$ cat src/rtl/systolic_result_drain.sv
// systolic_result_drain
// Captures the systolic array's flat result bus when calc_done_flag rises and
// streams the captured matrix out one row per beat over a valid/ready handshake,
// so the array can begin its next tile while the previous results drain.
//
// Ports:
//   clk            - single clock, rising-edge active
//   reset          - asynchronous, active-low reset
//   calc_done_flag - level from the array; a rising edge marks in_c as final
//   in_c           - result bus, element (r,c) at bit offset (r*ARR_WIDTH+c)*WIDTH
//   out_row        - current row, column c at bit offset c*WIDTH
//   out_row_idx    - index of the row presented on out_row
//   out_valid      - out_row holds a valid row
//   out_ready      - downstream accepts the beat
//   out_last       - asserted with out_valid on the final row
//   busy           - a drain is in progress
//   overrun        - sticky; a new result arrived mid-drain and was dropped
module systolic_result_drain #(
    parameter int unsigned WIDTH      = 16,
    parameter int unsigned ARR_HEIGHT = 4,
    parameter int unsigned ARR_WIDTH  = 4
) (
    input  logic                                       clk,
    input  logic                                       reset,
    input  logic                                       calc_done_flag,
    input  logic [ARR_HEIGHT*ARR_WIDTH*WIDTH-1:0]      in_c,
    output logic [ARR_WIDTH*WIDTH-1:0]                 out_row,
    output logic [((ARR_HEIGHT > 1) ? $clog2(ARR_HEIGHT) : 1)-1:0] out_row_idx,
    output logic                                       out_valid,
    input  logic                                       out_ready,
    output logic                                       out_last,
    output logic                                       busy,
    output logic                                       overrun
);

    localparam int unsigned ROW_W    = ARR_WIDTH * WIDTH;
    localparam int unsigned SNAP_W   = ARR_HEIGHT * ROW_W;
    localparam int unsigned IDX_W    = (ARR_HEIGHT > 1) ? $clog2(ARR_HEIGHT) : 1;
    localparam logic [IDX_W-1:0] LAST_IDX = IDX_W'(ARR_HEIGHT - 1);

    typedef enum logic [0:0] {
        IDLE  = 1'b0,
        DRAIN = 1'b1
    } state_t;

    state_t               state_q,     state_d;
    logic [SNAP_W-1:0]    snap_q,      snap_d;
    logic [IDX_W-1:0]     row_idx_q,   row_idx_d;
    logic                 out_valid_q, out_valid_d;
    logic                 out_last_q,  out_last_d;
    logic                 busy_q,      busy_d;
    logic                 overrun_q,   overrun_d;
    logic                 done_q,      done_d;

    logic rise;
    logic xfer;
    logic final_xfer;

    assign rise       = calc_done_flag & ~done_q;
    assign xfer       = out_valid_q & out_ready;
    assign final_xfer = xfer & (row_idx_q == LAST_IDX);

    // Next-state, snapshot capture and registered-output computation
    always_comb begin
        state_d   = state_q;
        snap_d    = snap_q;
        row_idx_d = row_idx_q;
        overrun_d = overrun_q;
        done_d    = calc_done_flag;

        case (state_q)
            IDLE: begin
                if (rise) begin
                    state_d   = DRAIN;
                    snap_d    = in_c;
                    row_idx_d = '0;
                end
            end
            DRAIN: begin
                if (final_xfer) begin
                    // A rise coinciding with the last accepted row chains
                    // straight into the next drain without a bubble.
                    if (rise) begin
                        snap_d    = in_c;
                        row_idx_d = '0;
                    end else begin
                        state_d   = IDLE;
                        row_idx_d = '0;
                    end
                end else begin
                    if (xfer) begin
                        row_idx_d = row_idx_q + IDX_W'(1);
                    end
                    // New result while the snapshot is still in use is dropped
                    if (rise) begin
                        overrun_d = 1'b1;
                    end
                end
            end
            default: begin
                state_d   = IDLE;
                row_idx_d = '0;
            end
        endcase

        out_valid_d = (state_d == DRAIN);
        busy_d      = (state_d == DRAIN);
        out_last_d  = (state_d == DRAIN) && (row_idx_d == LAST_IDX);
    end

    // State and output registers
    always_ff @(posedge clk or negedge reset) begin
        if (!reset) begin
            state_q     <= IDLE;
            snap_q      <= '0;
            row_idx_q   <= '0;
            out_valid_q <= 1'b0;
            out_last_q  <= 1'b0;
            busy_q      <= 1'b0;
            overrun_q   <= 1'b0;
            done_q      <= 1'b0;
        end else begin
            state_q     <= state_d;
            snap_q      <= snap_d;
            row_idx_q   <= row_idx_d;
            out_valid_q <= out_valid_d;
            out_last_q  <= out_last_d;
            busy_q      <= busy_d;
            overrun_q   <= overrun_d;
            done_q      <= done_d;
        end
    end

    // Row select from the registered snapshot by the registered row index
    always_comb begin
        out_row = '0;
        for (int r = 0; r < int'(ARR_HEIGHT); r++) begin
            if (row_idx_q == IDX_W'(r)) begin
                out_row = snap_q[r*ROW_W +: ROW_W];
            end
        end
    end

    assign out_row_idx = row_idx_q;
    assign out_valid   = out_valid_q;
    assign out_last    = out_last_q;
    assign busy        = busy_q;
    assign overrun     = overrun_q;

endmodule

$ cat config.mk
export PLATFORM = sky130hd
export DESIGN_NAME = systolic_result_drain
export DESIGN_NICKNAME = d
export VERILOG_FILES = /design/src/rtl/systolic_result_drain.sv
export SDC_FILE = /design/constraint.sdc
export NUM_CORES = 1
export LEC_CHECK = 0
export CAP_MARGIN = 30
export CORE_MARGIN = 8
export CORE_UTILIZATION = 44
export DETAILED_ROUTE_END_ITERATION = 7
export PLACE_DENSITY = 0.87
export SYNTH_ARGS = -nofsm -noshare
export SYNTH_HDL_FRONTEND = slang
export SYNTH_SLANG_ARGS = --single-unit
$ cat constraint.sdc
create_clock -name clk -period 2 [get_ports clk]
set_clock_uncertainty 0.15 [all_clocks]
set_input_delay 0.2 -clock clk [delete_from_list [all_inputs] [get_ports clk]]
set_output_delay 0.2 -clock clk [all_outputs]
set_load 0.02 [all_outputs]
==> Yosys cells after proc, flatten, opt, wreduce, memory -nomap -nowiden <==
Index checks and enable logic that the tools add are counted.
{ "totals": {"in_bits": 260, "ff_bits": 262, "wordCells": 35, "output_inout_bits": 70} }
{ "classes": {"n_addsub": 1, "n_mux": 14, "n_reduce_logical": 3, "eq_ne": 5, "bitwise_logic": 6} }
{ "op_table": {"columns": ["cell", "count"], "rows": [
  ["$mux W256", 2],
  ["$pmux W256 S2", 1],
  ["$mux W64", 4],
  ["$eq A2 B2 Y1 const B", 3],
  ["$mux W2", 3],
  ["$pmux W2 S2", 1],
  ["$and A1 B1 Y1", 3],
  ["$not A1 Y1", 3],
  ["$reduce_and A3 Y1", 1],
  ["$add A2 B1 Y2 const B", 1],
  ["$eq A2 B1 Y1 const B", 1],
  ["$logic_not A2 Y1", 1],
  ["$mux W1", 2],
  ["$ne A2 B1 Y1 const B", 1],
  ["$pmux W1 S2", 1],
  ["$logic_and A1 B1 Y1", 1]
]} }

==> Longest topological paths before layout <==
Gate-level depths: netlist (run 1).
{ "depth": {"depth_word": 6, "depth_mapped": 7, "mapped_depth_nobuf": 5} }

==> Worst setup path before layout (run 1) <==
OpenSTA, ideal clock, no wires.
{ "synth_timing": {"kind": "register -> output", "start": "register row_idx_q[0] (netlist: out_row_idx[0])", "end": "output out_row[62]", "stages_incl_launch_ff": 7, "arrival_time_ns": 1.823, "n_path_buf": 2, "path_slack_ns": -0.173, "required_time_ns": 1.650, "cell_sequence": "dfrtp_1 inv_1 ha_1 clkbuf_1 clkbuf_1 nand3b_1 a31oi_1"} }
{ "synth_via": {"elab_chain_len": 5, "word_cells_on_any_way": 8, "cone_classes": "eq/ne (3); mux (4); reduce/logical (1)"} }
{ "synth_lines": {"columns": ["item", "line", "source"], "rows": [
  ["start, declared", "48", "logic [IDX_W-1:0] row_idx_q, row_idx_d;"],
  ["start signal, assigned", "125", "row_idx_q <= row_idx_d;"],
  ["$logic_not A2 Y1", "138", "if (row_idx_q == IDX_W'(r)) begin"],
  ["$mux W64 (3 in series)", "138", null],
  ["$mux W64 (*)", "138", null],
  ["end, declared", "27", "output logic [ARR_WIDTH*WIDTH-1:0] out_row,"]
]} }
Every way passes the cells marked *; elsewhere a longest branch is shown, timed or not.

==> Worst setup path after layout (run 1) <==
{ "layout_timing": {"start": "register row_idx_q[0] (netlist: out_row_idx[0])", "end": "output out_row[48]"} }
Same word-level chain as after synthesis.

==> results of run 1 <==
[metrics by stage]
stage	instance area, sq um	hold WS (ns)	TNS [ns]	total power (uW)	utilization, %
after global placement	16200	0.00884	-57.73	22700	62.3
final	18200	0.0271	-64.36	30900	69.9
after floorplan	12000	-0.246	-0.543	16900	-
after detailed placement	16200	0.0118	-65.13	23200	62.3
after CTS	17900	0.0284	-57.16	30100	68.8
after global routing	18200	0.0563	-93.22	32400	69.9
[cell families after synthesis]
group | after synthesis | synth area share [%]
AOI/OAI and AO/OA | 134 | 7.29
adders and majority gates | 4 | 0.430
buffers and inverters | 73 | 4.30
DFF | 262 | 56.4
muxes | 257 | 24.9
and+or+nand+nor | 140 | 6.75
[worst max-delay path by stage]
stage                                        start           to  cells after the start
final                     out_row_idx[0]$_DFF_PN0_  out_row[48]                      7
after global routing      out_row_idx[1]$_DFF_PN0_  out_row[48]                      8
after CTS                 out_row_idx[0]$_DFF_PN0_  out_row[62]                      7
after detailed placement  out_row_idx[1]$_DFF_PN0_  out_row[40]                      7
after global placement    out_row_idx[1]$_DFF_PN0_  out_row[36]                      7
after floorplan           out_row_idx[0]$_DFF_PN0_  out_row[33]                      6
[synth_stat cells]
cell type	n
mux2_1	240
o22ai_1	63
nand2b_1	2
nand2_1	69
clkbuf_1	31
o21ai_0	3
buf_4	2
inv_2	1
or3b_2	1
o31ai_1	1
mux2_2	16
nand3b_1	64
dfrtp_1	262
o21bai_1	1
mux2i_1	1
ha_1	4
buf_6	26
a21oi_4	1
nor2b_1	2
buf_8	1
buf_2	10
a31oi_1	64
o211ai_1	1
inv_1	2
and3b_1	1
nor2_1	1
[cell usage in the layout, fill, tap and decap left out, drive strengths merged, types with 3 or more instances in the layout]
master	n
a31oi	64
dlygate4sd2	4
o21ai	3
mux2	256
nand3b	64
bufinv	5
clkinvlp	4
diode	6
clkdlybuf4s50	260
dfrtp	262
ha	4
inv	3
o22ai	63
nand2	69
buf	152
bufbuf	8
clkbuf	41
clkinv	8
[per-layer routing]
metal	wire [um]	track usage, %	up-vias
met5	0	0	-
met4	2070	12.4	0
met3	2250	4.68	114
met2	19600	39.5	338
met1	15200	28.7	4546
li1	-	-	4004
[sequential cells by signal, summed over array words and instances, names as in the netlist]
name / count
out_last: 1
busy: 1
done_q: 1
out_row_idx: 2
overrun: 1
snap_q: 256
[power breakdown]
part | switching (uW) | internal, uW | leakage [uW]
registers | 1560 | 7950 | 0.00316
clock network | 2230 | 3520 | 0.000504
logic | 7590 | 8070 | 0.00389
[what timing repair did]
action,4_1_cts,5_1_grt
hold endpoints to repair,263,0
hold buffers,2,0
setup endpoints to repair,315,314
setup buffers,11,4
pin swaps,14,20
gates cloned,17,6
gates resized for setup,367,26
[cell type report]
cell class | count | area [sq um] | share of cell area, %
diodes | 6 | 15.0 | 0.0826
clock buffers | 35 | 808 | 4.45
clock inverters | 17 | 235 | 1.29
inverters | 3 | 16.3 | 0.0895
multi-input cells | 535 | 5170 | 28.4
flip-flops and latches | 262 | 6560 | 36.1
well taps | 335 | 419 | 2.31
repair buffers | 432 | 4950 | 27.2
==> summary.md, run 1 <==
| Metric | Value |
|---|---|
| Synth-to-Final Area Change | `56.2%` |
| Number of synthesis warnings | `0` |
| Vias | `9,002` |
| WL final | `39.1 mm` |
| CTS Buffer Depth | `3` |
| Seq/Total Area, Yosys | `56.4%` |
| Layout cells sized above 1 | `25.9%` |
| Failing checks | `negative setup slack` |
| GR Util All Layers | `23.7%` |
| Clk sinks | `262` |
| Worst vdd ir | `1.17 mV` |
| Number of global-route vias before repair | `9,985` |
| Clk root buf | `clkbuf_16` |
| Global-route wire length before repair | `58.8 mm` |
| Maximum clock rate | `390 MHz` |
| IO buf count | `between 300 and 400` |
| Final ANT Viol Nets | `0` |
| CTS buffer count | `28` |
| CP startpoint kind | `flip-flop` |
| Max incr delay on CP | `0.44 ns` |
| Hold Crit Class | `in -> async` |
| Final non-filler cell total | `around 1,600` |
| Residual overflow from global routing | `0` |
| Antenna violations before repair | `3` |
| Final hold violation count | `0` |
| Die ar. | `0.0319 sq mm` |
| Place WS | `-0.445 ns` |
| Reg2reg path depth | `8` |
| Synthesized area | `0.0116 sq mm` |
| Status | `complete, but fails checks` |
| Post-Synthesis Cells | `870` |
| Chip width | `between 150 and 200 um` |
| Unrepaired setup endpoints after global routing | `true` |
| Crit path buf inv count | `4` |
| Slew Limit Fails | `0` |
| R2R setup slack | `-0.27 ns` |
| Fillers | `1,716` |
| Seq cells post-synth | `262` |
| Placed cells | `1,528` |
| Leakage | `0.00755 uW` |
| Nets@finish | `1,526` |
| Worst slew pin tran | `0.449 ns` |
| Hpwl dp | `between 20 and 30 mm` |
| Placer Congestion | `0.837` |
| H-tree levels | `1` |
| Worst setup margin | `-0.566 ns` |
| Synth cell types | `26` |
| Setup Viol. Count Final | `311` |
| Max_cap viols | `0` |
| Core Region | `0.0260 sq mm` |
| Die H | `roughly 180 um` |
| Area leader, netlist | `dfrtp_1` |
| Share of the synthesized area in the top cell type | `56.4%` |
| CP Class | `reg -> out` |
| Worst-skew pair later-pin latency | `0.55 ns` |
| CP cell instances | `buf_6 -> ha_4 -> buf_8 -> clkbuf_16 -> nand3b_1 -> a31oi_4 -> buf_6` |
| CP arrival | `2.22 ns` |
| Critical Path RT | `1.65 ns` |
| Crit path top cell by count | `buf_6` |
| Top post-synthesis cells by area | `dfrtp_1 56%, mux2_1 23%, nand3b_1 4.1%, a31oi_1 3.4%, o22ai_1 3.4%` |
| Worst rel slew slack | `70.1%` |
| CTS tree | `built` |
| Slowest-stage cell, CP | `dfrtp_2` |
| Kind of cell adding the most delay to the critical path | `buffers and inverters` |
| Syn_area_per_cell | `between 10 and 15 sq um` |
| Pwr/cell area | `1700 mW/mm^2` |
| DR WL/cell | `roughly 24 um` |
| Largest net degree at the start of global routing | `55` |
| Critical Path Fanout Max | `6` |
| Period utilization | `128%` |
| Cell Rows | `59` |
| Residual DRC count | `0` |
| Pre-antenna DRT Iters | `5` |
| Crit. End Element | `output port` |
| Via density | `5.54` |
| Mapped Nets | `1,134` |
| Starting Density | `44.8%` |
| CTS clk-pin slew, worst paths | `0.06 ns` |
| Reg-to-Reg End | `snap_q[157]$_DFFE_PN0P_` |
| Worst flop-to-flop path startpoint | `out_row_idx[1]$_DFF_PN0_` |
| Tmin final | `between 2 and 3 ns` |
| First DRT Iteration DRCs | `600` |
| IO Pins | `330` |
Note: power is estimated with default switching activity, not from simulation.
==> inputs of run 2 (changes only) <==
Settings changed: CELL_PAD_IN_SITES_DETAIL_PLACEMENT set to 1, CELL_PAD_IN_SITES_GLOBAL_PLACEMENT set to 1, CORE_UTILIZATION 44 to 35.
==> run 2 against run 1 <==
The flow still finishes with violations (negative setup slack). First-iteration DRC count shrank 29%. Clock power shrank 4.0%. Final cell count grew 9.8%. Global-route usage shrank 0.32 points. Worst hold slack gained 0.0099 ns. Critical path type unchanged. Largest power group unchanged.
==> summary.md, run 2 (synthesis results as in run 1) <==
| Metric | Value |
|---|---|
| Status | `complete, but fails checks` |
| Failing checks | `negative setup slack` |
| Die H | `198 um` |
| Hpwl dp | `29.9 mm` |
| Number of global-route vias before repair | `between 10,000 and 15,000` |
| CP startpoint kind | `flip-flop` |
| Vias | `slightly below 10,000` |
| Residual overflow from global routing | `0` |
| IO Pins | `330` |
| Pre-antenna DRT Iters | `4` |
| Fillers | `2,993` |
| Slowest-stage cell, CP | `dfrtp_2` |
| Hold WS | `0.0370 ns` |
| Global-route wire length before repair | `69.7 mm` |
| Critical Path RT | `1.65 ns` |
| Largest register FFs | `256` |
| Antenna violations before repair | `14` |
| Slew Limit Fails | `0` |
| Final hold violation count | `0` |
| Kind of cell adding the most delay to the critical path | `flip-flops` |
| Reg with most FFs | `snap_q` |
| Chip width | `198 um` |
| CTS buffer count | `31` |
| Clk root buf | `clkbuf_16` |
| Worst rel slew slack | `63.2%` |
| Starting Density | `35.7%` |
| Placed cells | `between 1,500 and 2,000` |
| Worst slew pin tran | `0.552 ns` |
| Worst-skew pair later-pin latency | `0.56 ns` |
| Worst vdd ir | `0.965 mV` |
| Final ANT Viol Nets | `0` |
| Nets@finish | `1,571` |
| Max incr delay on CP | `0.45 ns` |
| Largest net degree at the start of global routing | `59` |
| CP arrival | `about 2.3 ns` |
| Pwr/cell area | `1750 mW/mm^2` |
| Max_cap viols | `0` |
| Clk sinks | `262` |
| Maximum clock rate | `slightly below 400 MHz` |
| CP cell instances | `ha_4 -> nand2b_4 -> clkbuf_16 -> o22ai_1 -> a31oi_2 -> buf_4` |
| Synth-to-Final Area Change | `74.7%` |
| Cell Rows | `66` |
| Hold Crit Class | `in -> async` |
| CTS clk-pin slew, worst paths | `0.07 ns` |
| Commonest cells after routing, fill and taps aside | `260 x dfrtp_1, 259 x clkdlybuf4s50_1, 256 x mux2_4` |
| Tmin final | `2.60 ns` |
| CP Class | `reg -> out` |
| Crit path buf inv count | `2` |
| Critical Path Fanout Max | `10` |
| IO buf count | `329` |
| R2R setup slack | `-0.45 ns` |
| H-tree levels | `1` |
| Via density | `5.43` |
| Period utilization | `130%` |
| First DRT Iteration DRCs | `425` |
| CTS tree | `built` |
| Most common cell after layout, fill and taps aside | `dfrtp_1` |
| Placer Congestion | `0.835` |
| GR Util All Layers | `a little under a quarter` |
| Worst setup margin | `-0.603 ns` |
| Crit. End Element | `output port` |
| Layout cells sized above 1 | `47.5%` |
| Leakage | `0.00858 uW` |
| Die ar. | `~0.039 sq mm` |
| Setup Viol. Count Final | `320` |
| Residual DRC count | `0` |
| CTS Buffer Depth | `3` |
| DR WL/cell | `31.0 um` |
| Final non-filler cell total | `1,784` |
| WL final | `55.3 mm` |
| Unrepaired setup endpoints after global routing | `true` |
| Core Region | `~0.033 sq mm` |
==> run 2: cell types whose count changed in the layout (fill, tap and decap cells not counted), sizes merged <==
cell and delta:
buf +32, bufbuf -8, bufinv -4, clkbuf +29, clkdlybuf4s50 -1, clkinv -2, clkinvlp -4, diode +9
dlygate4sd2 -3, dlymetal6s2s +4
==> run 2: path summary, 6_finish.rpt <==
kind	startpoint	to	depth (start not counted)
max reg2reg	out_row_idx[1]$_DFF_PN0_	snap_q[185]$_DFFE_PN0P_	11
min reg2reg	overrun$_DFFE_PN0P_	overrun$_DFFE_PN0P_	1
max in group asynchronous	reset	snap_q[218]$_DFFE_PN0P_	3
min	reset	snap_q[55]$_DFFE_PN0P_	2
max	out_row_idx[1]$_DFF_PN0_	out_row[41]	6
min in group clk	in_c[47]	snap_q[47]$_DFFE_PN0P_	2
==> run 2: stage by stage <==
step                util, %  cell area [sq um]  TNS [ns]  setup WS, ns  power [uW]
global placement       49.8              16300    -48.17        -0.360       22800
detailed placement     49.8              16300    -58.70        -0.427       23500
finish                 62.3              20300   -121.63        -0.603       35500
floorplan                 -              12000    -0.543       -0.0271       16900
global route           62.3              20300   -137.89        -0.691       36800
CTS                    56.3              18400   -106.97        -0.578       31300
==> run 2: routing by layer <==
layer / track usage, % / part of all wire, % / routed length, um
met5: 0 / 0 / 0
met2: 41.4 / 52 / 28600
met3: 4.35 / 4.5 / 2470
met4: 11.8 / 5.6 / 3080
met1: 26.7 / 38 / 21200
==> run 2: power by group <==
group	internal (uW)	switching, uW
Sequential	7960	2140
Combinational	10900	9060
Clock	3170	2340
==> run 2: worst reg2reg max path, stage by stage (launching register included) <==
cell	delay (ns)
dfrtp_2	0.45
ha_4	0.21
buf_6	0.13
buf_6	0.09
buf_6	0.09
nand2_4	0.05
a21oi_4	0.24
buf_12	0.18
buf_12	0.15
buf_12	0.14
clkbuf_16	0.16
mux2_4	0.30
==> run 2: cell type report <==
cell class | count | area (sq um) | share of cell area (%)
Antenna cell | 15 | 37.5 | 0.185
Clock buffer | 46 | 892 | 4.39
Multi-Input combinational cell | 535 | 6400 | 31.5
Tap cell | 442 | 553 | 2.72
Inverter | 3 | 18.8 | 0.0924
Timing Repair Buffer | 474 | 5800 | 28.5
Sequential cell | 262 | 6560 | 32.3
Clock inverter | 7 | 63.8 | 0.314
==> run 2: what timing repair did <==
| action | 4_1_cts | 5_1_grt |
|---|---|---|
| endpoints found under the hold margin | 263 | 0 |
| endpoints found under the setup margin | 309 | 325 |
| resized for setup | 468 | 324 |
| hold buffers | 2 | 0 |
| gates cloned | 21 | 26 |
| pin swaps | 18 | 23 |
| buffers inserted | 23 | 26 |
==> inputs of run 3 (changes only) <==
Settings changed: CTS_CLUSTER_DIAMETER set to 30.
==> run 3 against run 2 <==
The flow still finishes with violations (negative setup slack). Total power up 29%. Sequential share of layout area shrank 3.6 points. Non-clock buffer count is 8 higher. Register-to-register slack improved by 0.08 ns. Cell area up 12%. Setup slack worse by 0.11 ns. Via count is 8.4% higher. Global-route usage increased by 6.1 points. Combinational power is 14% higher. Fmax shrank 4.1%. Flip-flop and latch count unchanged. Largest power group unchanged.
==> summary.md, run 3 (synthesis results as in run 1) <==
| Metric | Value |
|---|---|
| CTS Buffer Depth | `3` |
| Maximum clock rate | `369 MHz` |
| CP arrival | `about 2.4 ns` |
| Slew Limit Fails | `0` |
| CTS tree | `built` |
| Worst setup margin | `-0.713 ns` |
| Placer Congestion | `0.835` |
| Die H | `198 um` |
| Vias | `10,500` |
| First DRT Iteration DRCs | `605` |
| Largest register FFs | `256` |
| Failing checks | `negative setup slack` |
| Worst slew pin tran | `0.574 ns` |
| Starting Density | `35.7%` |
| Status | `complete, but fails checks` |
| Sequential Power Share | `23.2%` |
| H-tree levels | `3` |
| CTS buffer count | `73` |
| Worst setup endpoint | `out_row[22]` |
| Place WS | `-0.427 ns` |
| Int Pwr | `29,100 uW` |
| Global-route wire length before repair | `~85 mm` |
| Clock share of power | `27.4%` |
| Pre-antenna DRT Iters | `5` |
| Reg2reg path depth | `11` |
| Hpwl dp | `29.9 mm` |
| Leakage | `0.00957 uW` |
| Hold Crit Class | `in -> async` |
| GR Util All Layers | `29.5%` |
| Final hold violation count | `0` |
| DR WL/cell | `34.2 um` |
| Design area | `~0.023 sq mm` |
| Worst flop-to-flop path startpoint | `out_row_idx[0]$_DFF_PN0_` |
| Setup Viol. Count Final | `320` |
| Worst vdd ir | `1.00 mV` |
| Largest net degree at the start of global routing | `59` |
| CP Class | `reg -> out` |
| IO Pins | `330` |
| Worst-skew pair later-pin latency | `around 0.57 ns` |
| Cell Rows | `66` |
| Final ANT Viol Nets | `0` |
| Area of placed instances | `0.0163 sq mm` |
| Number of global-route vias before repair | `around 12,000` |
| Clk root buf | `clkbuf_16` |
| Switching Share | `36.7%` |
| R2R setup slack | `-0.37 ns` |
| Period utilization | `136%` |
| Nets@finish | `between 1,500 and 2,000` |
| Die ar. | `0.0393 sq mm` |
| Reg with most FFs | `snap_q` |
| Layout cells sized above 1 | `52.8%` |
| Antenna violations before repair | `17` |
| Residual DRC count | `0` |
| IO buf count | `329` |
| WL final | `around 64 mm` |
| Synth-to-Final Area Change | `96.4%` |
| Worst rel slew slack | `61.7%` |
| Via density | `between 5 and 6` |
| Commonest cells after routing, fill and taps aside | `260 x dfrtp_1, 260 x clkdlybuf4s50_1, 256 x mux2_4` |
| Reg-to-Reg End | `snap_q[223]$_DFFE_PN0P_` |
| Critical path startpoint | `out_row_idx[0]$_DFF_PN0_` |
| Critical Path RT | `1.65 ns` |
| Chip width | `just under 200 um` |
| Core Region | `0.0326 sq mm` |
| Residual overflow from global routing | `0` |
| Crit. End Element | `output port` |
| Unrepaired setup endpoints after global routing | `true` |
| Clk sinks | `262` |
| Total power | `between 40,000 and 50,000 uW` |
| CTS clk-pin slew, worst paths | `0.04 ns` |
| Tmin final | `~2.7 ns` |
| Gate power share | `49.4%` |
| CP startpoint kind | `flip-flop` |
| Max_cap viols | `0` |
| Critical Path Fanout Max | `6` |
| Fillers | `between 2,000 and 3,000` |
| Pwr/cell area | `2010 mW/mm^2` |
| P_sw | `16,900 uW` |
-- run 3: cell types whose count changed in the layout (fill, tap and decap cells not counted), moves of 15 or more --
cell	previous run	this run
a31oi_4	8	26
a31oi_2	55	37
clkbuf_16	55	88
buf_4	72	55
o22ai_4	7	42
o22ai_2	35	13
buf_16	15	30
-- run 3: worst max-delay path, stage by stage, from the launching register on --
cell and delay [ns]:
dfrtp_2 0.39, buf_12 0.12, ha_4 0.17, nand2b_4 0.24, buf_6 0.17, buf_12 0.15
o22ai_4 0.09, a31oi_2 0.25, buf_4 0.20
-- run 3: power by group through the flow --
| stage | registers (uW) | clock network (uW) | logic, uW |
|---|---|---|---|
| 2_1_floorplan | 8940 | 0 | 7990 |
| 3_3_place_gp | 9210 | 0 | 13600 |
| 3_5_place_dp | 9460 | 0 | 14100 |
| 4_1_cts | 9980 | 12500 | 19400 |
| 5_1_grt | 10800 | 13000 | 23500 |
| 6_report | 10700 | 12600 | 22700 |
-- run 3: through the flow --
| step | TNS (ns) | hold WS, ns | std cells | util [%] |
|---|---|---|---|---|
| 3_5_place_dp | -58.70 | 0.0545 | 1631 | 49.8 |
| 2_1_floorplan | -0.543 | -0.246 | 870 | - |
| 3_3_place_gp | -48.17 | 0.0498 | 1631 | 49.8 |
| 4_1_cts | -109.28 | 0.0391 | 1844 | 66.8 |
| 5_1_grt | -129.29 | 0.0507 | 1873 | 70.1 |
| 6_report | -115.04 | 0.0197 | 1873 | 70.1 |
-- run 3: area by class of cell --
type,instances,area (sq um),share of cell area [%]
diodes,17,42.5,0.186
clock buffers,93,2110,9.21
clock inverters,39,514,2.25
inverters,3,21.3,0.0931
multi-input cells,535,6930,30.3
flip-flops and latches,262,6560,28.7
well taps,442,553,2.42
repair buffers,482,6130,26.8
-- run 3: routing by layer --
metal	GRT usage [%]	part of all wire (%)	vias up
met5	0	0	-
li1	-	-	4242
met2	52.0	52	517
met4	16.6	5.7	0
met3	6.62	5.3	211
met1	32.5	37	5532
-- run 3: how the worst min path moves through the flow --
| stage | to | start | cells past startpoint | slack (ns) |
|---|---|---|---|---|
| after floorplan | busy$_DFF_PN0_ | reset | 0 | -0.25 |
| after global placement | snap_q[55]$_DFFE_PN0P_ | reset | 1 | 0.05 |
| after detailed placement | snap_q[55]$_DFFE_PN0P_ | reset | 1 | 0.05 |
| after CTS | snap_q[53]$_DFFE_PN0P_ | reset | 2 | 0.04 |
| after global routing | snap_q[121]$_DFFE_PN0P_ | reset | 2 | 0.05 |
| final | snap_q[122]$_DFFE_PN0P_ | reset | 2 | 0.02 |
-- run 3: timing repair --
item                                    4_1_cts  5_1_grt
pin swaps                                    55       43
hold buffers                                  2        0
cloned                                       41       12
endpoints found under the setup margin      315      323
gates resized for setup                     670      228
endpoints found under the hold margin       263        0
buffers inserted                             38       18
==> RTL edit: new RTL, flow settings as in run 3 <==
Set the parameter `ARR_WIDTH` to 5 (it was 4).
--- a/src/rtl/systolic_result_drain.sv
+++ b/src/rtl/systolic_result_drain.sv
@@ -19,5 +19,5 @@
     parameter int unsigned WIDTH      = 16,
     parameter int unsigned ARR_HEIGHT = 4,
-    parameter int unsigned ARR_WIDTH  = 4
+    parameter int unsigned ARR_WIDTH  = 5
 ) (
     input  logic                                       clk,
Interface: changed (resized in_c and out_row); port bits go from 330 to 410. The function was not compared with the original's and may differ.
==> RTL edit against run 3 <==
  * The flow still finishes with violations (setup timing)
  * Core utilization fell by 9.5 points
  * Worst hold slack got worse by 0.88 ps
  * Cell area rose by 20%
  * Wire length rose by 23%
  * Clock power rose by 17%
  * Synthesized area rose by 36%
  * Global-route usage fell by 3.7 points
  * Maximum frequency rose by 0.22%
  * Cell count rose by 27%
  * Sequential cell count rose by 64
  * Synthesized cell count rose by 24%
  * Total power rose by 18%
  * Setup slack improved by 5.9 ps
  * Critical path type unchanged
  * Largest cell class is now registers
==> RTL edit: results (changes against run 3) <==
[timing]
hold_ws_ps = 18.8  ; -0.884 ps
tns_ps = -96900  ; +18140 ps
fin_ws_ps = -707  ; +5.89 ps
worst_pin_slew_ps = 618  ; +44.1 ps
setup_viol = 400  ; +25%

[setup_path]
crit_arrival_ps = 2360  ; about the same
reg2reg_depth = 10  ; -1
startpoint = out_row_idx[0]
r2r_start = out_row_idx[1]
critPathMaxFanout = 8  ; +2
r2r_end = snap_q[314]
reg2reg_slack_ps = -250  ; +120 ps

[routing]
first_pass_iters = 5  ; unchanged
num_vias = 12900  ; +23%
wl_per_cell_um = 33.2  ; -3.0%
drtIter0Drc = 800  ; +32%

[finish]
layout.cells.non_filler = 2376  ; +27%
layout-drive-gt1-share_pct = 50.9  ; -1.9 points
fin_nets = 2013  ; +24%
nFillCells = 4159  ; +49%
top_register = snap_q
largest_reg_flops = 320  ; +25%

[synth]
synth_fa_ha_area_share_pct = 0.316  ; -0.11 points
postSynth.asyncResetShare_pct = 100  ; unchanged
syn_nets = 1408  ; +24%
synthXorXnorAreaFrac_pct = 0  ; unchanged
seq_area_frac_synth_pct = 51.4  ; -4.9 points
ys.flop_type = dfrtp_1
muxShareOfSynthArea_pct = 29.9  ; +5.0 points
synth_compound_area_share_pct = 6.61  ; -0.68 points
yosysUniqueCellTypes = 27  ; +3.8%
ys_top_cells_by_count = 326 x dfrtp_1, 300 x mux2_4, 84 x nand2_1, 80 x a31oi_1, 80 x nand3b_1
syn-mean-instance-area_um2 = 14.7  ; +9.8%
ys_top_cells_by_area = dfrtp_1 51%, mux2_4 28%, buf_12 4.2%
synth_warnings = 0  ; unchanged

[pwr]
p_int_uw = 34200  ; +17%
peakVddDrop_mv = 1.04  ; +4.1%
p_leak_uw = 0.0116  ; +21%

[cts]
clock_latency_ps = 600  ; +30 ps
htreeDepth = 3  ; unchanged
clkTransAtPathRegs_ps = 40  ; about the same
cts_buffer_depth = 3  ; unchanged
cts_made_buffers = 85  ; +16%

[placed_design]
dpl_worst_slack_ps = -442  ; -14.4 ps
dpl.hpwl_um = 41800  ; +40%
place_congestion = 0.859  ; +2.9%
dp_cells = 2103  ; +29%
port_buffers = 409  ; +24%

[global_routing]
grt_pass1_wl_um = 102000  ; +20%
antenna_found_initial = 24  ; +7
grtUsageTotal_pct = 25.8  ; -3.7 points
first_global_vias = 14700  ; +20%
grt-ovfl-total = 0  ; unchanged
grt_max_degree = 61  ; +3.4%

[flow_run]
max_cap_violations = 0  ; unchanged

[run_status]
status = finished with violations
violations = setup timing

RTL edit: area by class of cell:
type                    count  area, µm²  share of cell area (%)
diodes                     26       65.1                   0.238
clock buffers             119       2520                    9.22
clock inverters            33        483                    1.77
inverters                   3       15.0                  0.0550
multi-input cells         663       8010                    29.3
flip-flops and latches    326       8160                    29.9
well taps                 600        751                    2.75
repair buffers            606       7320                    26.8
RTL edit: per-stage QoR:
stage	power, µW	instance area, µm²
2_1_floorplan	24200	16400
3_3_place_gp	32200	21700
3_5_place_dp	33100	21700
4_1_cts	49900	25600
5_1_grt	55400	27300
6_report	54000	27300
RTL edit: worst max-delay path by stage:
stage,to,slack (ps)
global route,out_row[51],-760
CTS,out_row[54],-690
detailed placement,out_row[70],-440
global placement,out_row[70],-460
floorplan,out_row[18],-90
finish,out_row[19],-710
RTL edit: cell families after synthesis:
group / after synthesis
buffers and inverters: 91
multiplexers: 321
flip-flops: 326
AND/OR/NAND/NOR: 172
AO/OA/AOI/OAI: 166
adder cells (fa/ha/maj): 4
RTL edit: what timing repair did:
item,CTS,global route
setup endpoints to repair,405,401
hold buffers,2,0
cloned,16,34
buffers inserted,17,32
endpoints found under the hold margin,327,0
gates resized for setup,468,148
pin swaps,27,41
RTL edit: power groups by stage:
stage / clock network, µW / registers [µW] / logic [µW]
6_report: 14700 / 13100 / 26200
5_1_grt: 15100 / 13300 / 27100
4_1_cts: 14600 / 12600 / 22700
3_5_place_dp: 0 / 12200 / 20900
3_3_place_gp: 0 / 11900 / 20200
2_1_floorplan: 0 / 11300 / 12900
RTL edit: critical path, stage by stage, from the launching register on:
cell      delay (ps)
dfrtp_2          440
buf_6            140
ha_4             220
buf_12           170
buf_16           120
nand3b_1         200
a31oi_2          270
buf_4            190
RTL edit: metal layers:
layer / up-vias / global-route usage (%) / part of all wire [%]
met5: - / 0 / 0
met2: 630 / 45.6 / 52
met1: 6748 / 28.2 / 36
met3: 283 / 5.58 / 4.9
li1: 5252 / - / -
met4: 0 / 15.2 / 6.3
